## src/rtl/period_tag_tx.sv

```systemverilog
// period_tag_tx
//   Turns each tick from the frontend period timer into an 8-byte time-tag
//   packet and sends it over a valid/ready byte stream:
//     byte0    = {HDR_NIBBLE, 3'b000, drop}
//     byte1..6 = period[47:40] .. period[7:0]
//     last     = XOR of all preceding bytes
//   A one-deep pending slot holds one tick that arrives while a packet is in
//   flight. Any further tick is discarded, which sets the sticky overrun flag
//   and the drop bit of the next header.
//
//   Optional build macro PERIOD_TAG_DROPCNT_EN:
//     - adds the drop_count output, a saturating count of discarded ticks;
//     - extends the packet to 10 bytes. Bytes 7..8 carry drop_count MSB first,
//       captured when byte0 is loaded. Byte 9 is the checksum.
//
// Ports:
//   clk          system clock, rising edge
//   rst          synchronous reset, active low
//   period_done  single-cycle tick from the period timer
//   period       period count, sampled when period_done=1
//   tx_data      packet byte (registered)
//   tx_valid     tx_data valid (registered)
//   tx_ready     downstream accepts the byte when tx_valid && tx_ready
//   busy         packet in flight or pending slot full (registered)
//   overrun      sticky, set on any dropped tick
//   drop_count   (macro only) saturating dropped-tick count
module period_tag_tx #(
  parameter logic [3:0] HDR_NIBBLE = 4'hF,
  parameter int         PERIOD_W   = 48
) (
  input  logic                clk,
  input  logic                rst,
  input  logic                period_done,
  input  logic [PERIOD_W-1:0] period,
  output logic [7:0]          tx_data,
  output logic                tx_valid,
  input  logic                tx_ready,
  output logic                busy,
  output logic                overrun
`ifdef PERIOD_TAG_DROPCNT_EN
  ,
  output logic [15:0]         drop_count
`endif
);

  if (PERIOD_W != 48) begin : g_bad_width
    $error("period_tag_tx: PERIOD_W must be 48");
  end

`ifdef PERIOD_TAG_DROPCNT_EN
  localparam logic [3:0] LAST_IDX = 4'd9;
`else
  localparam logic [3:0] LAST_IDX = 4'd7;
`endif

  typedef enum logic {IDLE, SEND} state_t;

  state_t      r_state;
  logic [3:0]  r_idx;
  logic [47:0] r_per;
  logic [47:0] r_slot;
  logic        r_slot_full;
  logic        r_drop;
  logic [7:0]  r_csum;
  logic [7:0]  r_tx_data;
  logic        r_tx_valid;
  logic        r_busy;
  logic        r_overrun;
`ifdef PERIOD_TAG_DROPCNT_EN
  logic [15:0] r_dcnt;
  logic [15:0] r_dsnap;
`endif

  logic        w_hs;
  logic        w_last_hs;
  logic        w_load;
  logic [47:0] w_src;
  logic [7:0]  w_hdr;
  logic        w_slot_wr;
  logic        w_slot_full_n;
  logic        w_drop;
  state_t      w_state_n;
  logic [3:0]  w_nidx;
  logic [7:0]  w_next_byte;

  assign w_hs      = r_tx_valid & tx_ready;
  assign w_last_hs = (r_state == SEND) & w_hs & (r_idx == LAST_IDX);
  // A new packet starts from IDLE, or directly after the final handshake,
  // whenever a tick is waiting in the slot or arriving now.
  assign w_load    = ((r_state == IDLE) | w_last_hs) & (r_slot_full | period_done);
  // The older (slotted) tick always goes first.
  assign w_src     = r_slot_full ? r_slot : period;
  assign w_hdr     = {HDR_NIBBLE, 3'b000, r_drop};
  // The slot takes the tick either while it drains (tick goes in behind it)
  // or when it is empty during a packet that is not finishing.
  assign w_slot_wr = period_done &
                     ((w_load & r_slot_full) |
                      (~w_load & (r_state == SEND) & ~r_slot_full));
  assign w_slot_full_n = w_slot_wr | (r_slot_full & ~w_load);
  assign w_drop    = period_done & (r_state == SEND) & r_slot_full & ~w_load;
  assign w_state_n = w_load ? SEND : (w_last_hs ? IDLE : r_state);

  // Byte that follows the one currently on tx_data.
  always_comb begin
    w_nidx      = r_idx + 4'd1;
    w_next_byte = r_csum;
    if (w_nidx != LAST_IDX) begin
      case (w_nidx)
        4'd1:    w_next_byte = r_per[47:40];
        4'd2:    w_next_byte = r_per[39:32];
        4'd3:    w_next_byte = r_per[31:24];
        4'd4:    w_next_byte = r_per[23:16];
        4'd5:    w_next_byte = r_per[15:8];
        4'd6:    w_next_byte = r_per[7:0];
`ifdef PERIOD_TAG_DROPCNT_EN
        4'd7:    w_next_byte = r_dsnap[15:8];
        4'd8:    w_next_byte = r_dsnap[7:0];
`endif
        default: w_next_byte = r_csum;
      endcase
    end
  end

  always_ff @(posedge clk) begin
    if (!rst) begin
      r_state     <= IDLE;
      r_idx       <= 4'd0;
      r_per       <= '0;
      r_slot      <= '0;
      r_slot_full <= 1'b0;
      r_drop      <= 1'b0;
      r_csum      <= 8'h00;
      r_tx_data   <= 8'h00;
      r_tx_valid  <= 1'b0;
      r_busy      <= 1'b0;
      r_overrun   <= 1'b0;
`ifdef PERIOD_TAG_DROPCNT_EN
      r_dcnt      <= 16'h0000;
      r_dsnap     <= 16'h0000;
`endif
    end else begin
      r_state     <= w_state_n;
      r_slot_full <= w_slot_full_n;
      r_busy      <= (w_state_n == SEND) | w_slot_full_n;
      if (w_slot_wr) begin
        r_slot <= period;
      end

      if (w_drop) begin
        r_overrun <= 1'b1;
        r_drop    <= 1'b1;
`ifdef PERIOD_TAG_DROPCNT_EN
        if (r_dcnt != 16'hFFFF) begin
          r_dcnt <= r_dcnt + 16'd1;
        end
`endif
      end

      if (w_load) begin
        // A drop never coincides with a load, so clearing r_drop here is safe.
        r_per      <= w_src;
        r_tx_data  <= w_hdr;
        r_csum     <= w_hdr;
        r_idx      <= 4'd0;
        r_drop     <= 1'b0;
        r_tx_valid <= 1'b1;
`ifdef PERIOD_TAG_DROPCNT_EN
        r_dsnap    <= r_dcnt;
`endif
      end else if (w_last_hs) begin
        r_tx_valid <= 1'b0;
        r_idx      <= 4'd0;
      end else if ((r_state == SEND) && w_hs) begin
        r_idx     <= w_nidx;
        r_tx_data <= w_next_byte;
        r_csum    <= r_csum ^ w_next_byte;
      end
    end
  end

  assign tx_data  = r_tx_data;
  assign tx_valid = r_tx_valid;
  assign busy     = r_busy;
  assign overrun  = r_overrun;
`ifdef PERIOD_TAG_DROPCNT_EN
  assign drop_count = r_dcnt;
`endif

endmodule

```

## config.mk

```make
export PLATFORM = sky130hd
export DESIGN_NAME = period_tag_tx
export DESIGN_NICKNAME = d
export VERILOG_FILES = /design/src/rtl/period_tag_tx.sv
export SDC_FILE = /design/constraint.sdc
export NUM_CORES = 1
export LEC_CHECK = 0
export ABC_AREA = 1
export CORE_ASPECT_RATIO = 1.4
export CORE_MARGIN = 10
export CORE_UTILIZATION = 60
export DETAILED_ROUTE_END_ITERATION = 10
export PLACE_DENSITY_LB_ADDON = 0.12
export SLEW_MARGIN = 5
export SYNTH_ARGS = -nofsm -noshare
export SYNTH_HDL_FRONTEND = slang
export SYNTH_SLANG_ARGS = --single-unit
```

## constraint.sdc

```tcl
create_clock -name clk -period 5.3 [get_ports clk]
set_clock_uncertainty 0.05 [all_clocks]
set_input_delay 0.795 -clock clk [delete_from_list [all_inputs] [get_ports clk]]
set_output_delay 0.795 -clock clk [all_outputs]
set_load 0.01 [all_outputs]
```

Word-level counts from Yosys, hierarchy flattened:

Cells that the tools add are included.
W data, S select, Z words.

* flip-flop bits (word level): 122
* input port bits: 52
* output and inout port bits: 11
* logic and storage cells: 66

* $add $sub $neg: 1
* equality and inequality tests: 9
* mux-type cells: 13
* bitwise operators: 23
* reductions and logical operators: 7

Operator list (count)
* $mux W8: 7
* $mux W48: 1
* $pmux W8 S6: 1
* $eq A4 B3 Y1 const B: 4
* $and A1 B1 Y1: 12
* $eq A4 B2 Y1 const B: 2
* $xor A8 B8 Y8: 1
* $not A1 Y1: 5
* $or A1 B1 Y1: 5
* $add A4 B1 Y4 const B: 1
* $eq A4 B1 Y1 const B: 1
* $mux W1: 4
* $ne A4 B3 Y1 const B: 1
* $reduce_and A2 Y1: 2
* $reduce_bool A2 Y1: 2
* $reduce_or A3 Y1: 1
* $ne A2 B1 Y1 const B: 1
* $reduce_or A2 Y1: 1
* $logic_and A1 B1 Y1: 1

Logic depth before layout (Yosys ltp):

Gate-level depths: netlist of run 1.

* depth after elaboration: 12
* mapped depth: 16
* depth with buffers taken out: 14

Worst setup path after synthesis of run 1:

Ideal clock, no wire load.

* kind: input -> register
* start point: input tx_ready
* end point: register r_slot[46]
* setup time: 119 ps
* arrival: 1870 ps
* data required time: 5131 ps
* path slack: 3261 ps
* stages: 10
* path buffers: 1
* path through: nand3_1 nor2_1 inv_2 nand2_4 nor2_1 inv_2 nand2_2 buf_2 o21ai_1 a21oi_1

* cells in the longest elaborated chain, start to end: 10
* elaborated cells between the ends (all ways): 11
* classes of those cells: 11 x bitwise

Ends and longest elaborated chain
* start, declared: RTL line 37 `input logic tx_ready,`
* $and A1 B1 Y1 *: RTL line 86 `assign w_hs = r_tx_valid & tx_ready;`
* $and A1 B1 Y1 * (2 in a row): RTL line 87 `assign w_last_hs = (r_state == SEND) & w_hs & (r_idx == LAST_IDX);`
* $or A1 B1 Y1 *: RTL line 90 `assign w_load = ((r_state == IDLE) | w_last_hs) & (r_slot_full | period_done);`
* $and A1 B1 Y1 *: RTL line 90
* $not A1 Y1: RTL line 98 `(~w_load & (r_state == SEND) & ~r_slot_full));`
* $and A1 B1 Y1 (2 in a row): RTL line 98
* $or A1 B1 Y1 *: RTL line 97 `((w_load & r_slot_full) |`
* $and A1 B1 Y1 *: RTL line 96 `assign w_slot_wr = period_done &`
* end signal, assigned: RTL line 146 `r_slot <= period;`
* end, declared: RTL line 61 `logic [47:0] r_slot;`

Every way passes the cells marked *; elsewhere a longest branch is shown, timed or not.
A chain may end at the register's enable or synchronous reset.

Final worst setup path of run 1:

* start point: input tx_ready
* end point: register r_slot[43]

The elaborated chain is that of the path after synthesis.

==> results.py, run 1 <==
metrics = {
    "timing": {
        "finalMaxSlewViolations": 0,
        "timing.setup.tns_ps": 0,
        "rsz0062_at_grt": "false",
        "relSlewSlack_pct": 18.0,
        "period_needed_ps": 3630,
        "setup_violations": 0,
        "fin_crit_sh_pct": 68.4,
        "hold_viol_final": 0,
        "worst_slew_pin_slew_ps": 1220,
        "clock.fmax_mhz": 276,
    },
    "floorplanning": {
        "start_util_pct": 61.5,
        "die_y_um": 133,
        "dieWidth_um": 101,
        "die-area_um2": 13500,
        "num_rows": 41,
        "ioPinCount": 63,
        "core_region_area_um2": 8980,
    },
    "place": {
        "routabilityCongestion": 0.867,
        "port_buffers": 62,
        "place_hpwl_um": 9560,
        "post_dp_cell_area_um2": 6060,
    },
    "cells_and_area": {
        "area_growth_pct": 20.6,
        "drive_gt1_share_pct": 7.00,
        "final_design_area_no_fill_um2": 6650,
        "num-nets-final": 858,
        "diodes": 0,
    },
    "detailed_routing": {
        "post_drt_wl_per_cell_um": 16.5,
        "first_pass_iters": 5,
        "routed_wl_um": 15200,
        "viasPerCell": 5.96,
        "num_vias": 5492,
        "ant_nets": 0,
        "dr.first_iter.drc_count": 510,
        "drc_errors": 0,
    },
    "critical_path": {
        "end_kind": "flip-flop",
        "max_stage_delay_ps": 800,
        "critPathSlowestCell": "nand2_2",
        "path_buf_inv": 3,
        "crit_chain": "clkdlybuf4s50_1 -> nand3_1 -> nor2_1 -> inv_2 -> nand2_4 -> nor2_1 -> inv_2 -> nand2_2 -> o21ai_0 -> a21oi_1",
        "cp_max_fo": 53,
        "path_class": "in -> reg",
        "required_ps": 5510,
        "arrival_ps": 3840,
        "startpoint_type": "primary input",
        "cpLargestDelayFamily": "simple AND/OR/NAND/NOR gates",
    },
    "clocking": {
        "cts.htree.levels": 4,
        "cts_root_buffer": "clkbuf_16",
        "clk_pin_slew_worst_paths_ps": 50,
        "ctsResizeCount": 0,
        "post_cts_buffers": 0,
        "clock_sinks": 122,
        "hold_buffers": 0,
        "tritoncts": "done",
        "clk_latency_ps": 420,
        "clockBufferDepth": 2,
        "cts_made_buffers": 17,
    },
    "logic_synthesis": {
        "synth_ff_type": "dfxtp_1",
        "synth_fp_nets": 825,
        "synth-seq-cells": 122,
        "synth-edff-count": 0,
        "syn_inst": 768,
        "yosys_warnings": 0,
        "ys_seq_area_share_pct": 44.3,
        "synth_area_per_cell_um2": 7.19,
        "ys_async_sr_fraction_pct": 0,
        "synth_cell_type_count": 31,
        "syn_area_um2": 5520,
    },
    "outcome": {
        "status": "completed",
    },
    "grt": {
        "grt_pass1_wl_um": 24400,
        "grt_pass1_vias": 5183,
        "grt_util_all_layers_pct": 22.1,
        "antenna_found_initial": 0,
        "grt_max_degree": 70,
        "grt.overflow.total": 0,
    },
    "flow_run": {
        "cap_violations": 0,
    },
    "power": {
        "leakage_nw": 2.58,
        "vdd_drop_max_uv": 320,
        "power.density_nw_per_um2": 370,
    },
    "hold_path": {
        "hold_class": "reg -> reg",
    },
}
-- kinds of logic after synthesis --
family          share of synthesized area, %
xor+xnor                               0.454
flops                                   44.3
compound gates                          19.7
buf+inv                                 7.93
simple gates                            26.5
fa+ha+maj                               1.13
-- cells in the mapped netlist, types with 2 or more instances --
cell type	count	share of area, %
dfxtp_1	122	44
nand2_2	3	0.34
nand2_4	2	0.41
a31oi_1	47	5.3
ha_1	5	1.1
a21oi_1	72	6.5
inv_1	40	2.7
a21oi_2	3	0.48
buf_2	17	1.5
clkbuf_1	31	2.1
nand2_1	218	15
nor2_1	28	1.9
o21bai_1	2	0.27
o21ai_1	2	0.18
buf_6	2	0.41
inv_2	6	0.41
o21ai_0	67	6.1
nand3_1	59	5.4
o211ai_1	2	0.27
nand4_1	23	2.6
nor2_2	3	0.34
buf_4	5	0.68
-- routing by layer --
metal  track usage (%)  wire [µm]
met5                 0          0
met4              11.3        587
met3              6.26       1020
met2              36.1       7480
met1              25.5       6080
-- layout make-up --
class	instances	area, µm²
multi-input combinational	544	2640
sequential	122	2440
fill	704	2320
timing repair buffer	69	673
clock buffer	24	472
inverter	47	176
tap	107	134
clock inverter	8	118
-- sequential cells by signal, indices dropped and copies added, names as in the netlist --
| register | count |
|---|---|
| tx_valid | 1 |
| r_csum | 8 |
| r_per | 48 |
| overrun | 1 |
| r_slot | 48 |
| tx_data | 8 |
| busy | 1 |
| r_idx | 4 |
| r_slot_full | 1 |
| r_drop | 1 |
| r_state | 1 |
-- worst paths after layout --
| path | start | to | depth (start not counted) | slack (ps) |
|---|---|---|---|---|
| worst min-delay path | overrun | overrun | 2 | 400 |
| worst max-delay path | tx_ready | r_slot[43] | 10 | 1670 |
| worst min register to register | overrun | overrun | 2 | 400 |
| worst max register to register | r_idx[1] | r_slot[43] | 10 | 1820 |
-- stage by stage --
step | instances | util [%] | hold slack (ps) | worst slack, ps | power [mW]
final | 921 | 74.1 | 400 | 1670 | 2.46
after global placement | 889 | 67.6 | 387 | 1370 | 1.30
after floorplan | 768 | - | 375 | 3260 | 1.20
after global routing | 921 | 74.1 | 421 | 1380 | 2.54
after detailed placement | 889 | 67.6 | 394 | 1310 | 1.31
after CTS | 921 | 74.1 | 403 | 1700 | 2.47
-- cell usage in the layout (no fill, tap or decap), types with 3 or more instances in the layout --
cell type,count
clkinv_2,4
buf_4,7
nor2_1,28
a31oi_1,47
ha_1,5
clkdlybuf4s50_1,62
clkbuf_1,5
nor2_2,3
bufinv_16,3
inv_1,40
dfxtp_1,122
o21ai_0,67
clkbuf_16,17
a21oi_1,72
nand2_1,218
nand2_2,3
inv_2,6
a21oi_2,3
nand3_1,59
nand4_1,23
-- power by group --
| group | total [mW] | internal (mW) | switching, mW | leakage, nW |
|---|---|---|---|---|
| clock network | 1.16 | 0.760 | 0.402 | 0.288 |
| logic | 0.270 | 0.108 | 0.163 | 1.29 |
| registers | 1.03 | 0.986 | 0.0423 | 1.00 |
| total | 2.46 | 1.85 | 0.607 | 2.58 |
-- worst register-to-register path: stages, from the launching register on --
cell	delay, ps
dfxtp_1	470
ha_1	310
nand3_1	140
nor2_1	140
inv_2	70
nand2_4	90
nor2_1	90
inv_2	640
nand2_2	810
o21ai_0	430
a21oi_1	80
(Power assumes the default switching activity.)
==> run 2: changes to the inputs <==
- CORE_UTILIZATION: 60 -> 56
- clock period: 5.3 -> 3.5 ns (I/O delays scaled with it)
==> results.py, run 2 (synthesized netlist as in run 1, its figures left out) <==
metrics = {
    "outcome": {
        "status": "completed",
    },
    "grt": {
        "grt_pass1_wl_um": 25300,
        "grt_max_degree": 55,
        "grt_util_all_layers_pct": 21.6,
        "antenna_found_initial": 0,
        "grt_pass1_vias": 5250,
        "grt.overflow.total": 0,
    },
    "timing": {
        "clock.fmax_mhz": 350,
        "relSlewSlack_pct": 31.6,
        "rsz0062_at_grt": "false",
        "period_needed_ps": 2860,
        "finalMaxSlewViolations": 0,
        "timing.hold.ws_ps": 401,
        "fin_crit_sh_pct": 81.6,
        "timing.setup.tns_ps": 0,
        "worst_slew_pin_slew_ps": 1020,
        "setup_violations": 0,
        "layout_setup_ws_ps": 644,
        "hold_viol_final": 0,
    },
    "cells_and_area": {
        "final-seq-area_um2": 2440,
        "diodes": 0,
        "final_cell_mix": "nand2_1, dfxtp_1, a21oi_1",
        "area_growth_pct": 21.9,
        "num-nets-final": 861,
        "fill_cells": 836,
        "reg.largest.list": "r_per x48, r_slot x48",
        "drive_gt1_share_pct": 7.47,
        "multi_input_area_um2": 2640,
        "final_common_cell": "nand2_1",
    },
    "place": {
        "port_buffers": 62,
        "dpl_worst_slack_ps": 531,
        "place_hpwl_um": 10000,
        "routabilityCongestion": 0.904,
    },
    "hold_path": {
        "hold_class": "reg -> reg",
        "hold_depth": 2,
    },
    "clocking": {
        "post_cts_buffers": 0,
        "clk_pin_slew_worst_paths_ps": 50,
        "cts.htree.levels": 4,
        "clk_latency_ps": 410,
        "clock_sinks": 122,
        "hold_buffers": 0,
        "tritoncts": "done",
        "ctsResizeCount": 0,
        "cts_made_buffers": 17,
        "clockBufferDepth": 2,
        "cts_root_buffer": "clkbuf_16",
    },
    "detailed_routing": {
        "num_vias": 5432,
        "first_pass_iters": 5,
        "viasPerCell": 5.72,
        "routed_wl_um": 15200,
        "dr.first_iter.drc_count": 543,
        "ant_nets": 0,
        "post_drt_wl_per_cell_um": 16.0,
        "drc_errors": 0,
    },
    "critical_path": {
        "startpoint_type": "flip-flop",
        "path_buf_inv": 2,
        "cp_max_fo": 12,
        "crit_chain": "ha_1 -> xnor2_1 -> nand3_1 -> nand2_1 -> inv_1 -> nand3_1 -> nand2_2 -> inv_2 -> nand2_1 -> nand2_1 -> nand3_1 -> a21oi_1",
        "r2r_cells": 12,
        "rrSetupSlack_ps": 640,
        "crit_start": "r_idx[1]",
        "crit_path_end": "r_csum[0]",
        "end_kind": "flip-flop",
        "path_class": "reg -> reg",
        "critical_path_depth": 12,
        "timing.rr.start": "r_idx[1]",
        "rr_endpoint": "r_csum[0]",
        "critPathSlowestCell": "xnor2_1",
        "max_stage_delay_ps": 810,
        "arrival_ps": 3150,
        "required_ps": 3790,
        "cpLargestDelayFamily": "simple AND/OR/NAND/NOR gates",
    },
    "power": {
        "vdd_drop_max_uv": 448,
        "leakage_nw": 2.61,
        "power.density_nw_per_um2": 548,
        "power_mw": 3.69,
    },
    "floorplanning": {
        "dieWidth_um": 104,
        "die_y_um": 137,
        "core_region_area_um2": 9560,
        "num_rows": 42,
        "start_util_pct": 57.7,
        "ioPinCount": 63,
        "die-area_um2": 14300,
    },
    "flow_run": {
        "cap_violations": 0,
    },
}
[run 2: through the flow]
| stage | std cells | util [%] | instance area, µm² |
|---|---|---|---|
| after global routing | 949 | 70.3 | 6730 |
| after floorplan | 768 | - | 5520 |
| after detailed placement | 917 | 64.2 | 6140 |
| after CTS | 949 | 70.3 | 6730 |
| final | 949 | 70.3 | 6730 |
| after global placement | 917 | 64.2 | 6140 |
[run 2: cell type report]
type | count | area share (%)
Timing Repair Buffer | 72 | 10.7
Sequential cell | 122 | 36.3
Clock inverter | 7 | 1.32
Inverter | 47 | 2.62
Tap cell | 132 | 2.45
Clock buffer | 25 | 7.36
Multi-Input combinational cell | 544 | 39.2
[run 2: worst reg2reg max path: cells and delay by family (launching register included)]
kind / cells / cell delay (ps)
AO/OA/AOI/OAI: 1 / 140
AND/OR/NAND/NOR: 7 / 860
XOR/XNOR: 1 / 820
buffers and inverters: 2 / 270
adder cells (fa/ha/maj): 1 / 280
flip-flops: 1 / 390
[run 2: power breakdown]
| group | total (mW) | internal (mW) | leakage, nW | switching [mW] |
|---|---|---|---|---|
| clock | 1.71 | 1.12 | 0.291 | 0.593 |
| sequential | 1.56 | 1.49 | 1.00 | 0.0636 |
| combinational | 0.418 | 0.170 | 1.31 | 0.248 |
[run 2: per-layer routing]
layer | part of all wire, % | wire (µm) | up-vias | track usage (%)
li1 | - | - | 2660 | -
met1 | 41 | 6190 | 2520 | 24.2
met2 | 50 | 7680 | 210 | 38.5
met3 | 6.1 | 935 | 42 | 5.00
met4 | 2.7 | 418 | 0 | 9.38
met5 | 0 | 0 | - | 0
[run 2: how the worst min path moves through the flow]
stage                     slack [ps]  startpoint          to
after detailed placement         390     overrun     overrun
after global routing             420  r_slot[42]  r_slot[42]
after floorplan                  370   r_per[41]   r_per[41]
after CTS                        400     overrun     overrun
after global placement           390   r_per[42]   r_per[42]
final                            400     overrun     overrun
==> run 3: changes to the inputs <==
- clock period: 3.5 -> 2.7 ns (I/O delays scaled with it)
==> results.py, run 3 (synthesized netlist as in run 1, its figures left out) <==
metrics = {
    "detailed_routing": {
        "first_pass_iters": 6,
        "ant_nets": 0,
        "routed_wl_um": 15200,
        "num_vias": 5471,
        "viasPerCell": 5.73,
        "drc_errors": 0,
        "dr.first_iter.drc_count": 504,
        "post_drt_wl_per_cell_um": 15.9,
    },
    "outcome": {
        "status": "completed",
    },
    "timing": {
        "timing.hold.ws_ps": 398,
        "relSlewSlack_pct": 61.5,
        "timing.setup.tns_ps": 0,
        "rsz0062_at_grt": "false",
        "period_needed_ps": 2330,
        "fin_crit_sh_pct": 86.3,
        "setup_violations": 0,
        "worst_slew_pin_slew_ps": 578,
        "clock.fmax_mhz": 429,
        "finalMaxSlewViolations": 0,
        "hold_viol_final": 0,
    },
    "cells_and_area": {
        "drive_gt1_share_pct": 8.75,
        "reg.largest.list": "r_per x48, r_slot x48",
        "multi_input_area_um2": 2650,
        "num-nets-final": 867,
        "final_common_cell": "nand2_1",
        "fill_cells": 787,
        "final_cell_mix": "nand2_1, dfxtp_1, a21oi_1",
        "diodes": 0,
        "final-seq-area_um2": 2440,
        "area_growth_pct": 24.2,
    },
    "place": {
        "place_hpwl_um": 10100,
        "port_buffers": 62,
        "routabilityCongestion": 0.932,
    },
    "critical_path": {
        "end_kind": "flip-flop",
        "cp_max_fo": 49,
        "required_ps": 2990,
        "path_class": "reg -> reg",
        "startpoint_type": "flip-flop",
        "arrival_ps": 2620,
    },
    "clocking": {
        "tritoncts": "done",
        "cts_root_buffer": "clkbuf_16",
        "ctsResizeCount": 0,
        "hold_buffers": 0,
        "cts.htree.levels": 4,
        "clock_sinks": 122,
        "post_cts_buffers": 0,
        "cts_made_buffers": 17,
        "clk_pin_slew_worst_paths_ps": 60,
        "clk_latency_ps": 410,
        "clockBufferDepth": 2,
    },
    "floorplanning": {
        "num_rows": 42,
        "ioPinCount": 63,
        "start_util_pct": 57.7,
        "core_region_area_um2": 9560,
        "die-area_um2": 14300,
        "die_y_um": 137,
        "dieWidth_um": 104,
    },
    "power": {
        "vdd_drop_max_uv": 449,
        "power.density_nw_per_um2": 726,
        "leakage_nw": 2.66,
    },
    "flow_run": {
        "cap_violations": 0,
    },
    "grt": {
        "grt_pass1_wl_um": 24800,
        "grt.overflow.total": 0,
        "antenna_found_initial": 0,
        "grt_util_all_layers_pct": 21.0,
        "grt_pass1_vias": 5290,
        "grt_max_degree": 55,
    },
    "hold_path": {
        "hold_class": "reg -> reg",
    },
}
==> run 3: cell types whose count changed in the layout (fill, tap and decap cells not counted), sizes merged <==
| cell | before | now |
|---|---|---|
| inv | 46 | 48 |
| bufinv | 2 | 4 |
| clkbuf | 25 | 18 |
| clkinvlp | 0 | 4 |
| buf | 10 | 16 |
| clkinv | 6 | 5 |
==> run 3: stage by stage <==
step / total power [mW] / utilization, % / area (µm²) / setup slack [ps] / std cells
floorplan: 2.36 / - / 5520 / 791 / 768
global placement: 2.58 / 65.0 / 6210 / 258 / 923
detailed placement: 2.60 / 65.0 / 6210 / 273 / 923
CTS: 4.99 / 71.6 / 6850 / 221 / 955
global route: 5.15 / 71.7 / 6860 / 122 / 955
finish: 4.98 / 71.7 / 6860 / 370 / 955
==> run 3: final timing paths <==
path	to	startpoint	cells past startpoint	slack (ps)
setup / recovery	r_csum[0]	r_idx[1]	12	370
hold / removal	r_slot[41]	r_slot[41]	2	400
setup reg to reg	r_csum[0]	r_idx[1]	12	370
hold reg to reg	r_slot[41]	r_slot[41]	2	400
==> run 3: layout make-up <==
cell class                 count  area share [%]
multi-input combinational    544            38.6
sequential                   122            35.6
timing repair buffer          78            11.5
clock buffer                  18            6.41
clock inverter                14            2.85
inverter                      47            2.57
tap                          132            2.41
==> run 3: critical path: stages, from the launching register on <==
cell	delay, ps
dfxtp_1	450
ha_1	320
nand3_1	130
nor2_1	130
inv_2	80
nand2_4	90
o21ai_2	180
inv_2	160
buf_12	230
nand2_1	120
o21ai_0	100
inv_1	70
a21oi_1	140
==> run 3: where the power goes <==
part | switching (mW) | internal (mW)
combinational | 0.329 | 0.228
sequential | 0.0803 | 1.93
clock | 0.836 | 1.57
==> run 3: layer usage <==
| layer | track usage, % | part of all wire (%) |
|---|---|---|
| met5 | 0 | 0 |
| met1 | 22.9 | 41 |
| met2 | 36.6 | 50 |
| met3 | 5.56 | 6.0 |
| met4 | 11.9 | 3.6 |
